<file path="config.mk">
export PLATFORM = sky130hd
export DESIGN_NAME = lcd_spi9_rx
export DESIGN_NICKNAME = d
export VERILOG_FILES = /design/src/rtl/lcd_spi_pkg.sv /design/src/rtl/lcd_sync_edge.sv /design/src/rtl/lcd_spi9_rx.sv
export SDC_FILE = /design/constraint.sdc
export NUM_CORES = 1
export LEC_CHECK = 0
export ABC_AREA = 1
export CAP_MARGIN = 40
export CORE_UTILIZATION = 35
export CTS_BUF_LIST = sky130_fd_sc_hd__clkbuf_4 sky130_fd_sc_hd__clkbuf_8 sky130_fd_sc_hd__clkbuf_16
export DETAILED_ROUTE_END_ITERATION = 10
export PLACE_DENSITY_LB_ADDON = 0.2
export SLEW_MARGIN = 5
export SYNTH_ARGS = -nofsm -noshare
export SYNTH_HDL_FRONTEND = slang
export SYNTH_SLANG_ARGS = --single-unit
</file>
<file path="constraint.sdc">
create_clock -name clk -period 1.9 [get_ports clk]
set_input_delay 0.285 -clock clk [delete_from_list [all_inputs] [get_ports clk]]
set_output_delay 0.285 -clock clk [all_outputs]
set_load 0.01 [all_outputs]
</file>
<file path="src/rtl/lcd_spi_pkg.sv">
// rtl/lcd_spi_pkg.sv - shared constants and state encodings for the 9-bit LCD serial link
package lcd_spi_pkg;

  localparam int LCD_WORD_BITS = 9;

  localparam logic DC_CMD  = 1'b0;
  localparam logic DC_DATA = 1'b1;

  typedef enum logic [1:0] {
    ST_IDLE = 2'd0,
    ST_RX   = 2'd1,
    ST_TX   = 2'd2
  } lcd_state_e;

  // Common panel read opcodes, handy for benches and register-file models.
  localparam logic [7:0] OP_RDDID = 8'h04;
  localparam logic [7:0] OP_RDDST = 8'h09;
  localparam logic [7:0] OP_RDDPM = 8'h0A;

endpackage

</file>
<file path="src/rtl/lcd_sync_edge.sv">
// rtl/lcd_sync_edge.sv - multi-flop synchroniser with rise/fall detection on the synchronised level
module lcd_sync_edge #(
  parameter int   STAGES  = 2,
  parameter logic RST_VAL = 1'b0
) (
  input  logic clk,
  input  logic rst_n,
  input  logic d_i,
  output logic q_o,
  output logic rise_o,
  output logic fall_o
);

  logic [STAGES-1:0] sync_q;
  logic              prev_q;

  // Synchroniser chain plus one extra flop so edges compare the last two synchronised samples.
  always_ff @(posedge clk or negedge rst_n) begin
    if (!rst_n) begin
      sync_q <= {STAGES{RST_VAL}};
      prev_q <= RST_VAL;
    end else begin
      sync_q <= {sync_q[STAGES-2:0], d_i};
      prev_q <= sync_q[STAGES-1];
    end
  end

  assign q_o    = sync_q[STAGES-1];
  assign rise_o = sync_q[STAGES-1] & ~prev_q;
  assign fall_o = ~sync_q[STAGES-1] & prev_q;

endmodule

</file>
<file path="src/rtl/lcd_spi9_rx.sv">
// rtl/lcd_spi9_rx.sv - panel-side 3-wire 9-bit LCD link receiver with optional read response
module lcd_spi9_rx
  import lcd_spi_pkg::*;
#(
  parameter int SYNC_STAGES = 2,
  parameter int TX_W        = 32
) (
  input  logic            clk,
  input  logic            rst_n,
  input  logic            spi_cs_n,
  input  logic            spi_scl,
  input  logic            spi_sda_i,
  output logic            rx_valid,
  output logic            rx_dc,
  output logic [7:0]      rx_data,
  output logic            rx_err,
  input  logic            tx_load,
  input  logic [TX_W-1:0] tx_data,
  input  logic [5:0]      tx_bits,
  output logic            sda_o,
  output logic            sda_oe,
  output logic            busy
);

  localparam logic [3:0] FRAME_DONE = 4'(LCD_WORD_BITS);
  localparam logic [3:0] LAST_BIT   = 4'(LCD_WORD_BITS - 1);

  logic cs_n_s, cs_rise, cs_fall;
  logic scl_rise, scl_fall, unused_scl_lvl;
  logic sda_s, unused_sda_rise, unused_sda_fall;

  // cs_n idles high so busy reads 0 out of reset.
  lcd_sync_edge #(.STAGES(SYNC_STAGES), .RST_VAL(1'b1)) u_sync_cs (
    .clk(clk), .rst_n(rst_n), .d_i(spi_cs_n),
    .q_o(cs_n_s), .rise_o(cs_rise), .fall_o(cs_fall)
  );

  lcd_sync_edge #(.STAGES(SYNC_STAGES), .RST_VAL(1'b0)) u_sync_scl (
    .clk(clk), .rst_n(rst_n), .d_i(spi_scl),
    .q_o(unused_scl_lvl), .rise_o(scl_rise), .fall_o(scl_fall)
  );

  lcd_sync_edge #(.STAGES(SYNC_STAGES), .RST_VAL(1'b0)) u_sync_sda (
    .clk(clk), .rst_n(rst_n), .d_i(spi_sda_i),
    .q_o(sda_s), .rise_o(unused_sda_rise), .fall_o(unused_sda_fall)
  );

  lcd_state_e                 state_q, state_d;
  logic [3:0]                 bit_cnt_q, bit_cnt_d;
  logic [LCD_WORD_BITS-1:0]   rx_shift_q, rx_shift_d;
  logic [TX_W-1:0]            tx_shift_q, tx_shift_d;
  logic [5:0]                 tx_cnt_q, tx_cnt_d;
  logic                       tx_arm_q, tx_arm_d;
  logic                       win_q, win_d;
  logic                       rx_valid_q, rx_valid_d;
  logic                       rx_dc_q, rx_dc_d;
  logic [7:0]                 rx_data_q, rx_data_d;
  logic                       rx_err_q, rx_err_d;
  logic                       last_bit, tx_go;

  // State and datapath registers; async reset drops a partial frame and releases the pad at once.
  always_ff @(posedge clk or negedge rst_n) begin
    if (!rst_n) begin
      state_q    <= ST_IDLE;
      bit_cnt_q  <= '0;
      rx_shift_q <= '0;
      tx_shift_q <= '0;
      tx_cnt_q   <= '0;
      tx_arm_q   <= 1'b0;
      win_q      <= 1'b0;
      rx_valid_q <= 1'b0;
      rx_dc_q    <= 1'b0;
      rx_data_q  <= '0;
      rx_err_q   <= 1'b0;
    end else begin
      state_q    <= state_d;
      bit_cnt_q  <= bit_cnt_d;
      rx_shift_q <= rx_shift_d;
      tx_shift_q <= tx_shift_d;
      tx_cnt_q   <= tx_cnt_d;
      tx_arm_q   <= tx_arm_d;
      win_q      <= win_d;
      rx_valid_q <= rx_valid_d;
      rx_dc_q    <= rx_dc_d;
      rx_data_q  <= rx_data_d;
      rx_err_q   <= rx_err_d;
    end
  end

  // Next-state logic: frame completion, RX shifting, read-response handshake and CS teardown.
  always_comb begin
    state_d    = state_q;
    bit_cnt_d  = bit_cnt_q;
    rx_shift_d = rx_shift_q;
    tx_shift_d = tx_shift_q;
    tx_cnt_d   = tx_cnt_q;
    tx_arm_d   = tx_arm_q;
    win_d      = win_q;
    rx_valid_d = 1'b0;
    rx_dc_d    = rx_dc_q;
    rx_data_d  = rx_data_q;
    rx_err_d   = 1'b0;

    last_bit = (state_q == ST_RX) && scl_rise && (bit_cnt_q == LAST_BIT);
    tx_go    = (state_q == ST_RX) && win_q && tx_load && (tx_bits != 6'd0) &&
               (int'(tx_bits) <= TX_W) && !scl_rise && !cs_rise;

    // A full word publishes one cycle after its last bit, even if CS rose alongside it.
    if (bit_cnt_q == FRAME_DONE) begin
      rx_valid_d = 1'b1;
      rx_dc_d    = rx_shift_q[LCD_WORD_BITS-1];
      rx_data_d  = rx_shift_q[7:0];
      win_d      = (state_q == ST_RX) && (rx_shift_q[LCD_WORD_BITS-1] == DC_CMD);
      bit_cnt_d  = '0;
    end

    unique case (state_q)
      ST_IDLE: begin
        if (cs_fall) begin
          state_d   = ST_RX;
          bit_cnt_d = '0;
        end
      end
      ST_RX: begin
        if (scl_rise) begin
          win_d      = 1'b0;
          rx_shift_d = {rx_shift_q[LCD_WORD_BITS-2:0], sda_s};
          bit_cnt_d  = bit_cnt_q + 4'd1;
        end else if (tx_go) begin
          // Left-align so the MSB of the response is always at the top of the shifter.
          state_d    = ST_TX;
          tx_shift_d = tx_data << (TX_W - int'(tx_bits));
          tx_cnt_d   = tx_bits;
          tx_arm_d   = 1'b0;
          win_d      = 1'b0;
        end
      end
      ST_TX: begin
        // Only a fall that follows a rise advances; the trailing fall of the command word is skipped.
        if (scl_rise) begin
          if (tx_cnt_q != 6'd0) tx_cnt_d = tx_cnt_q - 6'd1;
          tx_arm_d = 1'b1;
        end else if (scl_fall && tx_arm_q) begin
          tx_arm_d = 1'b0;
          if (tx_cnt_q == 6'd0) begin
            state_d   = ST_RX;
            bit_cnt_d = '0;
          end else begin
            tx_shift_d = tx_shift_q << 1;
          end
        end
      end
      default: state_d = ST_IDLE;
    endcase

    if (cs_rise) begin
      state_d = ST_IDLE;
      win_d   = 1'b0;
      if (state_q == ST_RX && bit_cnt_q != 4'd0 && bit_cnt_q != FRAME_DONE && !last_bit) begin
        rx_err_d  = 1'b1;
        bit_cnt_d = '0;
      end
      if (state_q == ST_TX && tx_cnt_q != 6'd0) begin
        rx_err_d = 1'b1;
      end
    end
  end

  assign rx_valid = rx_valid_q;
  assign rx_dc    = rx_dc_q;
  assign rx_data  = rx_data_q;
  assign rx_err   = rx_err_q;
  assign sda_oe   = (state_q == ST_TX);
  assign sda_o    = (state_q == ST_TX) & tx_shift_q[TX_W-1];
  assign busy     = ~cs_n_s;

endmodule

</file>
==> results of run 1 <==
state kept, by name (all words and copies together), names as in the netlist:
| register | cells |
|---|---|
| rx_dc | 1 |
| u_sync_cs.prev_q | 1 |
| tx_cnt_q | 6 |
| rx_err | 1 |
| tx_shift_q | 32 |
| rx_shift_q | 9 |
| tx_arm_q | 1 |
| u_sync_scl.prev_q | 1 |
| win_q | 1 |
| u_sync_cs.sync_q | 2 |
| rx_data | 8 |
| u_sync_scl.sync_q | 2 |
| state_q | 2 |
| bit_cnt_q | 4 |
| u_sync_sda.sync_q | 2 |
| rx_valid | 1 |
metrics by stage:
step / TNS [ns] / area (um^2) / hold WS (ns) / instances / utilization (%)
after CTS: 0 / 7104 / 0.3396 / 1058 / 49.07
after detailed placement: -21.42 / 6585 / 0.2533 / 1034 / 45.48
after global placement: -20.37 / 6585 / 0.2518 / 1034 / 45.48
final: 0 / 7343 / 0.3509 / 1070 / 50.72
after floorplan: 0 / 5211 / -0.01059 / 748 / -
after global routing: -2.553 / 7343 / 0.3291 / 1070 / 50.72
cell families after synthesis:
kind of cell    after synthesis  share of synthesized area [%]
simple gates                409                          36.33
buf+inv                     106                          8.707
compound gates              143                          15.18
xor+xnor                      3                         0.6550
flops                        74                          35.97
fa+ha+maj                    13                          3.153
power groups by stage:
stage / clock network, uW / logic (uW) / registers (uW)
finish: 1770 / 4270 / 2500
global route: 1890 / 4780 / 2570
CTS: 1810 / 4000 / 2470
detailed placement: 0 / 3860 / 2490
global placement: 0 / 3780 / 2480
floorplan: 0 / 2450 / 2440
synth_stat cells, types with 3 or more instances:
master and count:
nand3_1 225, a31oi_1 3, dfrtp_1 71, buf_6 3
buf_2 10, o21ai_1 18, clkbuf_1 27, nor2_1 38
ha_1 13, dfstp_2 3, o21ai_0 44, nand2_2 4
o211ai_1 4, nand2_1 129, nand4_1 6, a21oi_1 55
o22ai_1 5, buf_4 4, o2111ai_1 3, inv_1 53
buf_1 4
worst register-to-register path: stages, from the launching register on:
cell and delay, ns:
dfrtp_1 0.41, inv_2 0.09, ha_4 0.14, nand4_1 0.11
nor2_2 0.16, nand2_2 0.08, o21ai_4 0.20, nand2_4 0.11
buf_12 0.16, a21oi_2 0.09, nand3_1 0.07, o21ai_1 0.09
inv_1 0.05
how the worst min path moves through the flow:
stage	to	depth (start not counted)
after floorplan	bit_cnt_q[0]	0
after global placement	tx_cnt_q[2]	1
after detailed placement	tx_cnt_q[3]	1
after CTS	u_sync_cs.sync_q[0]	1
after global routing	u_sync_cs.sync_q[0]	1
final	u_sync_sda.sync_q[1]	0
timing repair:
item | in CTS | in global routing
hold endpoints to repair | 28 | 0
pin swaps | 13 | 10
resized for setup | 37 | 34
setup buffers | 5 | 8
hold buffers | 1 | 0
setup endpoints to repair | 40 | 46
gates cloned | 2 | 4
cell usage in the layout (no fill, tap or decap), types with 5 or more instances in the layout:
cell type	count
clkbuf_16	12
o21ai_0	42
nor2_1	35
buf_4	96
nand3_1	212
o21ai_1	18
a21oi_1	41
o22ai_1	5
ha_1	10
nand2_1	128
clkdlybuf4s50_1	48
nand3_2	13
nand4_1	6
inv_1	47
buf_12	9
dlygate4sd2_1	5
dfrtp_1	70
a21oi_2	14
inv_2	6
layer usage:
metal / up-vias / wire, um / GRT usage [%]
met5: - / 0 / 0
met2: 184 / 8138 / 38.09
met3: 24 / 843 / 5.212
met1: 2830 / 7222 / 28.76
li1: 2850 / - / -
met4: 0 / 343 / 7.003
area by class of cell:
type	instances	share of cell area, %
clock buffers	10	3.254
clock inverters	6	1.005
inverters	58	3.084
multi-input cells	568	42.38
flip-flops and latches	74	25.29
well taps	184	3.135
repair buffers	170	21.86
==> flow_summary.ini, run 1 <==
[finish]
nets = 938
multi_input_area_um2 = 3112
drive_gt1_share_pct = 22.01
area_delta_synth_final_pct = 42.35
fillers = 1375
register_area_um2 = 1857
n_antenna_cell = 0

[sta]
fin_crit_sh_pct = 99.74
rsz0062_at_grt = yes
worstMarginPinSlew_ns = 0.4240
postLayoutSetupSlackWorst_ns = 0.005008
finClkSkew_ns = 0.006513
max-slew-margin-rel_pct = 71.74
setup_viol = 0
period_needed_ns = 1.895
slew_violations = 0
fmax_mhz = 527.7
hold_viol = 0

[clock_tree]
cts.sinks = 74
numCtsBuffers = 9
clk_latency_ns = 0.34
cts_root_buf = clkbuf_16
clock_path_buffers = 2
cts_tree = built
ctsHtreeMaxLevel = 3
cts.clk_slew.worst_paths_ns = 0.06

[placed_design]
portBuffers = 57
pre_cts_ws_ns = -0.5964
place.gp.congestion = 0.9336
hpwl_um = 11810

[worst_setup_path]
worstReg2RegEnd = tx_shift_q[27]
crit_type = reg2reg
crit-reg2reg-launch = state_q[1]
cp_top_family = simple AND/OR/NAND/NOR gates
critical_path.startpoint = state_q[1]
crit_buf_inv = 3
critPathRequiredTime_ns = 2.12
critPathMaxFanout = 8
arrival_ns = 2.12
start_kind = flip-flop
crit_path_end_kind = flip-flop
crit_end = tx_shift_q[27]
r2r_slack_ns = 0.005
cp_slowest_cell = dfrtp_1
reg2reg_depth = 12
slowest_delay_ns = 0.41
critical_path_depth = 12
cp_cell_sequence = inv_2 -> ha_4 -> nand4_1 -> nor2_2 -> nand2_2 -> o21ai_4 -> nand2_4 -> buf_12 -> a21oi_2 -> nand3_1 -> o21ai_1 -> inv_1

[synthesis]
synth_top_area_cell = dfrtp_1
synth-seq-cells = 74
synth_edf_count = 0
synthFlopType = dfrtp_1
syn_area_per_cell_um2 = 6.897
synth_cells = 748
synth_fp_nets = 805
synth_top_area_share_pct = 34.44
synthesis.area_um2 = 5159
synth_area_leaders = dfrtp_1 (34%), nand3_1 (22%), nand2_1 (9.4%)
synth_cell_types = 42
async_reset_ff_share_pct = 100.0
yosysWarnings = 0
synth_seq_area_share_pct = 35.97

[power]
p_leak_uw = 0.003358
swShare_pct = 40.05
p_sw_uw = 3421
peakVddDrop_mv = 0.6829
powerDensity_nw_per_um2 = 1163
fin_total_pwr_uw = 8540
pwr-share-clk_pct = 20.7
combPwrFrac_pct = 50.0
seqPwrFrac_pct = 29.3
p_int_uw = 5119

[grt]
grt_pass1_vias = 5613
grt_max_degree = 35
grt_pass1_wl_um = 26750
grt-ovfl-total = 0
grt_util_all_layers_pct = 22.69
grt_antenna_before_repair = 0

[detailed_routing]
wl_per_cell_um = 15.46
num_vias = 5888
ant_nets = 0
drt-total-wl_um = 16550
drt_iter0_markers = 445
dr.pass1.iters = 5
viasPerCell = 5.503
drcViolationCount = 0

[floorplan]
die_h_um = 123.4
rows = 44
coreArea_um2 = 14480
die_w_um = 123.4
initial_utilization_pct = 35.63
num_io_pins = 58
die_area_um2 = 15230

[flow_run]
maxCapViolations = 0

[worst_hold_path]
hold_start = u_sync_sda.sync_q[0]
holdCritPathClass = reg2reg

[status]
status = complete, no violations
Power figures use the tool's default switching activity.
==> inputs of run 2 (changes only) <==
CORE_MARGIN = 2   (was not set)
CORE_UTILIZATION = 52   (was 35)
==> flow_summary.ini, run 2 (same netlist as run 1, synthesis figures left out) <==
[detailed_routing]
met3_length_um = 1485
drt-met1-wl_um = 6816
viasPerCell = 6.268
wl_met2_um = 9399
num_vias = 6268
drt_iter0_markers = 755
highest_layer = met4
dr.pass1.iters = 10
drcViolationCount = 1
drt-total-wl_um = 18910
ant_nets = 0
wl_per_cell_um = 18.91

[finish]
n_antenna_cell = 0
layout.cells.non_filler = 1000
mostFrequentLayoutCells = nand3_1 (200), nand2_1 (123), dfrtp_1 (70)
nets = 919
area_delta_synth_final_pct = 47.13
drive_gt1_share_pct = 27.91
mostFrequentLayoutCell = nand3_1
final_util_pct = 78.37
largest_register_ffs = 32
regMostFlops = tx_shift_q

[sta]
rsz0062_at_grt = yes
worstMarginPinSlew_ns = 0.6150
max-slew-margin-rel_pct = 58.62
fmax_mhz = 490.2
fin_crit_sh_pct = 107.4
slew_violations = 0
postLayoutSetupSlackWorst_ns = -0.1401
finClkSkew_ns = 0.006919
tns_ns = -2.794
period_needed_ns = 2.040
hold_viol = 0
setup_viol = 38

[floorplan]
num_io_pins = 58
coreArea_um2 = 9684
die_area_um2 = 10730
die_w_um = 103.6
rows = 36
die_h_um = 103.6
initial_utilization_pct = 53.27

[placed_design]
hpwl_um = 11670
portBuffers = 57
pre_cts_ws_ns = -0.6695
place.gp.congestion = 0.9391
place_inst = 963

[power]
fin_total_pwr_uw = 9792
p_leak_uw = 0.003358
powerDensity_nw_per_um2 = 1290
peakVddDrop_mv = 0.8394

[worst_setup_path]
critPathMaxFanout = 4
crit_type = reg2reg
critPathRequiredTime_ns = 2.15
start_kind = flip-flop
arrival_ns = 2.29
crit_path_end_kind = flip-flop

[clock_tree]
cts_root_buf = clkbuf_8
clk_latency_ns = 0.38
cts_tree = built
ctsHtreeMaxLevel = 3
clock_path_buffers = 2
cts.sinks = 74
cts.clk_slew.worst_paths_ns = 0.09
numCtsBuffers = 9

[grt]
grt_pass1_vias = 6058
grt_max_degree = 62
grt-ovfl-total = 0
grt_antenna_before_repair = 0
grt_util_all_layers_pct = 33.32
grt_pass1_wl_um = 29210

[status]
violations = DRC, setup timing
status = complete, but fails checks

[flow_run]
maxCapViolations = 0

[worst_hold_path]
holdCritPathClass = in2reg
[run 2: cell types whose count changed in the layout (fill, tap and decap cells not counted), moves of 7 or more]
cell and change:
nor2_1 -11, a21oi_1 -22, o21ai_2 +8, clkbuf_8 +8, nand3_1 -12, o21ai_0 -8
a21oi_2 +13, nand3_2 +7, clkbuf_16 -10, buf_4 -27, a21oi_4 +9
[run 2: through the flow]
stage	instance area, um^2	hold slack (ns)
after floorplan	5211	-0.01059
after global placement	6381	0.2001
after detailed placement	6381	0.2052
after CTS	7134	0.3212
after global routing	7590	0.3200
final	7590	0.3164
[run 2: what timing repair did]
| item | in CTS | in global routing |
|---|---|---|
| pin swaps | 10 | 18 |
| resized for setup | 94 | 89 |
| hold endpoints to repair | 10 | 0 |
| setup buffers | 9 | 5 |
| cloned | 5 | 2 |
| endpoints found under the setup margin | 41 | 44 |
| hold buffers | 1 | 0 |
[run 2: critical path: stages (launching register included)]
cell and delay (ns):
dfrtp_1 0.40, inv_2 0.08, ha_4 0.13, nand4_1 0.13
nor2_2 0.15, nand2_2 0.09, buf_4 0.14, buf_4 0.12
buf_4 0.12, buf_4 0.12, a21boi_2 0.16, o21ai_2 0.12
nand2_1 0.08, o21ai_1 0.08
[run 2: path summary, 6_finish.rpt]
kind | start | to | slack [ns] | cells after the start
hold reg to reg | u_sync_sda.sync_q[0] | u_sync_sda.sync_q[1] | 0.37 | 0
setup / recovery | state_q[1] | state_q[0] | -0.14 | 13
setup reg to reg | state_q[1] | state_q[0] | -0.14 | 13
min in group asynchronous | rst_n | tx_cnt_q[0] | 0.35 | 2
max in group asynchronous | rst_n | tx_shift_q[26] | 0.93 | 3
hold / removal | spi_cs_n | u_sync_cs.sync_q[0] | 0.32 | 1
[run 2: power breakdown]
part           leakage, uW  total [uW]  switching, uW  internal (uW)
combinational      0.00233        5790           3220           2570
clock             0.000104        1320            688            633
sequential        0.000924        2680            520           2160
[run 2: routing by layer]
metal  up-vias  track usage [%]
met4         0            18.24
met5         -                0
li1       2818                -
met3       124            5.412
met2       403            57.76
met1      2923            39.50
[run 2: final cells by class]
cell class	count	area [um^2]
Timing Repair inverter	1	16.27
Timing Repair Buffer	150	1531
Clock buffer	9	123.9
Inverter	58	252.7
Multi-Input combinational cell	568	3556
Tap cell	133	166.4
Sequential cell	74	1857
Clock inverter	7	86.33
Fill cell	632	2095
==> inputs of run 3 (changes only) <==
PLACE_DENSITY = 0.8   (was not set)
PLACE_DENSITY_LB_ADDON = not set   (was 0.2)
REMOVE_ABC_BUFFERS = 1   (was not set)
==> flow_summary.ini, run 3 (same netlist as run 1, synthesis figures left out) <==
[status]
status = complete, but fails checks
violations = setup timing

[power]
peakVddDrop_mv = 1.133
p_leak_uw = 0.003313
p_int_uw = 5099
fin_total_pwr_uw = 8698
seqPwrFrac_pct = 29.2
powerDensity_nw_per_um2 = 1193
swShare_pct = 41.38
p_sw_uw = 3599
combPwrFrac_pct = 53.7
pwr-share-clk_pct = 17.1

[finish]
drive_gt1_share_pct = 23.23
largest_register_ffs = 32
final_util_pct = 75.26
nets = 927
final_cell_area_um2 = 7288
regMostFlops = tx_shift_q
area_delta_synth_final_pct = 41.28
mostFrequentLayoutCells = nand3_1 (206), nand2_1 (124), buf_4 (78)
n_antenna_cell = 0
mostFrequentLayoutCell = nand3_1
fillers = 731

[floorplan]
die_h_um = 103.6
rows = 36
num_io_pins = 58
die_area_um2 = 10730
initial_utilization_pct = 53.27
coreArea_um2 = 9684
die_w_um = 103.6

[clock_tree]
clk_latency_ns = 0.34
cts_tree = built
cts_root_buf = clkbuf_8
ctsHtreeMaxLevel = 3
cts.sinks = 74
cts.clk_slew.worst_paths_ns = 0.08
clock_path_buffers = 2
numCtsBuffers = 9

[flow_run]
maxCapViolations = 0

[sta]
fin_crit_sh_pct = 107.2
slew_violations = 0
postLayoutSetupSlackWorst_ns = -0.1364
rsz0062_at_grt = yes
period_needed_ns = 2.036
setup_viol = 39
worstMarginPinSlew_ns = 0.7405
fmax_mhz = 491.1
finClkSkew_ns = 0.007810
max-slew-margin-rel_pct = 50.18
tns_ns = -2.431
hold_viol = 0

[worst_setup_path]
critPathMaxFanout = 5
crit_type = in2reg
start_kind = input pin
crit-reg2reg-launch = state_q[1]
worstReg2RegEnd = tx_shift_q[25]
crit_end = tx_shift_q[25]
critical_path.startpoint = tx_bits[5]
r2r_slack_ns = -0.13
arrival_ns = 2.26
reg2reg_depth = 12
crit_path_end_kind = flip-flop
critPathRequiredTime_ns = 2.13

[detailed_routing]
drt_iter0_markers = 586
num_vias = 6072
drt-total-wl_um = 16870
ant_nets = 0
viasPerCell = 6.030
dr.pass1.iters = 5
wl_per_cell_um = 16.75
drcViolationCount = 0

[grt]
grt_max_degree = 75
grt-ovfl-total = 0
grt_pass1_vias = 5758
grt_util_all_layers_pct = 30.21
grt_antenna_before_repair = 0
grt_pass1_wl_um = 26640

[placed_design]
dpl-instance-area_um2 = 6396
portBuffers = 57
hpwl_um = 11500
place.gp.congestion = 1.006

[worst_hold_path]
holdCritPathClass = in2reg
==> run 3: power groups by stage <==
stage	registers, uW	clock network, uW	logic [uW]
floorplan	2430	0	2220
global placement	2470	0	3580
detailed placement	2480	0	3700
CTS	2490	1510	4320
global route	2600	1570	5120
finish	2540	1490	4670
==> run 3: cell type report <==
cell class,instances,area [um^2],area share (%)
multi-input combinational,568,3218,44.15
sequential,74,1857,25.48
timing repair buffer,159,1579,21.67
inverter,58,227.7,3.124
tap,133,166.4,2.283
clock buffer,10,137.6,1.888
clock inverter,5,102.6,1.408
==> run 3: stage by stage <==
step / cells / hold slack (ns) / worst slack [ns]
final: 1007 / 0.3366 / -0.1364
after global routing: 1007 / 0.3412 / -0.2018
after CTS: 999 / 0.3305 / -0.05721
after detailed placement: 972 / 0.3387 / -0.6947
after global placement: 972 / 0.3363 / -0.6122
after floorplan: 700 / -0.01059 / -1.815
==> run 3: timing repair <==
item,in CTS,in global routing
setup buffers,7,6
pin swaps,19,13
gates resized for setup,67,48
endpoints found under the setup margin,42,41
hold buffers,1,0
endpoints found under the hold margin,71,0
gates cloned,4,2
==> run 3: worst max-delay path, stage by stage <==
cell	delay, ns
clkdlybuf4s50_1	0.62
buf_4	0.20
nor2_4	0.05
nor2_2	0.15
nand2_2	0.11
o21ai_4	0.19
nand2_4	0.14
buf_12	0.17
a21oi_2	0.09
nand3_1	0.08
o21ai_1	0.10
inv_1	0.07
==> run 3: worst min path at each step <==
stage                     slack, ns      from  depth (start not counted)             endpoint
after global placement         0.34     rst_n                          2          tx_cnt_q[5]
after CTS                      0.33  spi_cs_n                          1  u_sync_cs.sync_q[0]
after floorplan               -0.01     rst_n                          0         bit_cnt_q[0]
after detailed placement       0.34     rst_n                          2        tx_shift_q[3]
final                          0.34  spi_cs_n                          1  u_sync_cs.sync_q[0]
after global routing           0.34  spi_cs_n                          1  u_sync_cs.sync_q[0]
==> run 3: per-layer routing <==
| layer | wire length, um | global-route usage (%) | share of wire, % |
|---|---|---|---|
| met5 | 0 | 0 | 0 |
| met4 | 607 | 13.22 | 3.6 |
| met2 | 8220 | 51.37 | 49 |
| met1 | 6875 | 37.97 | 41 |
| met3 | 1163 | 5.098 | 6.9 |
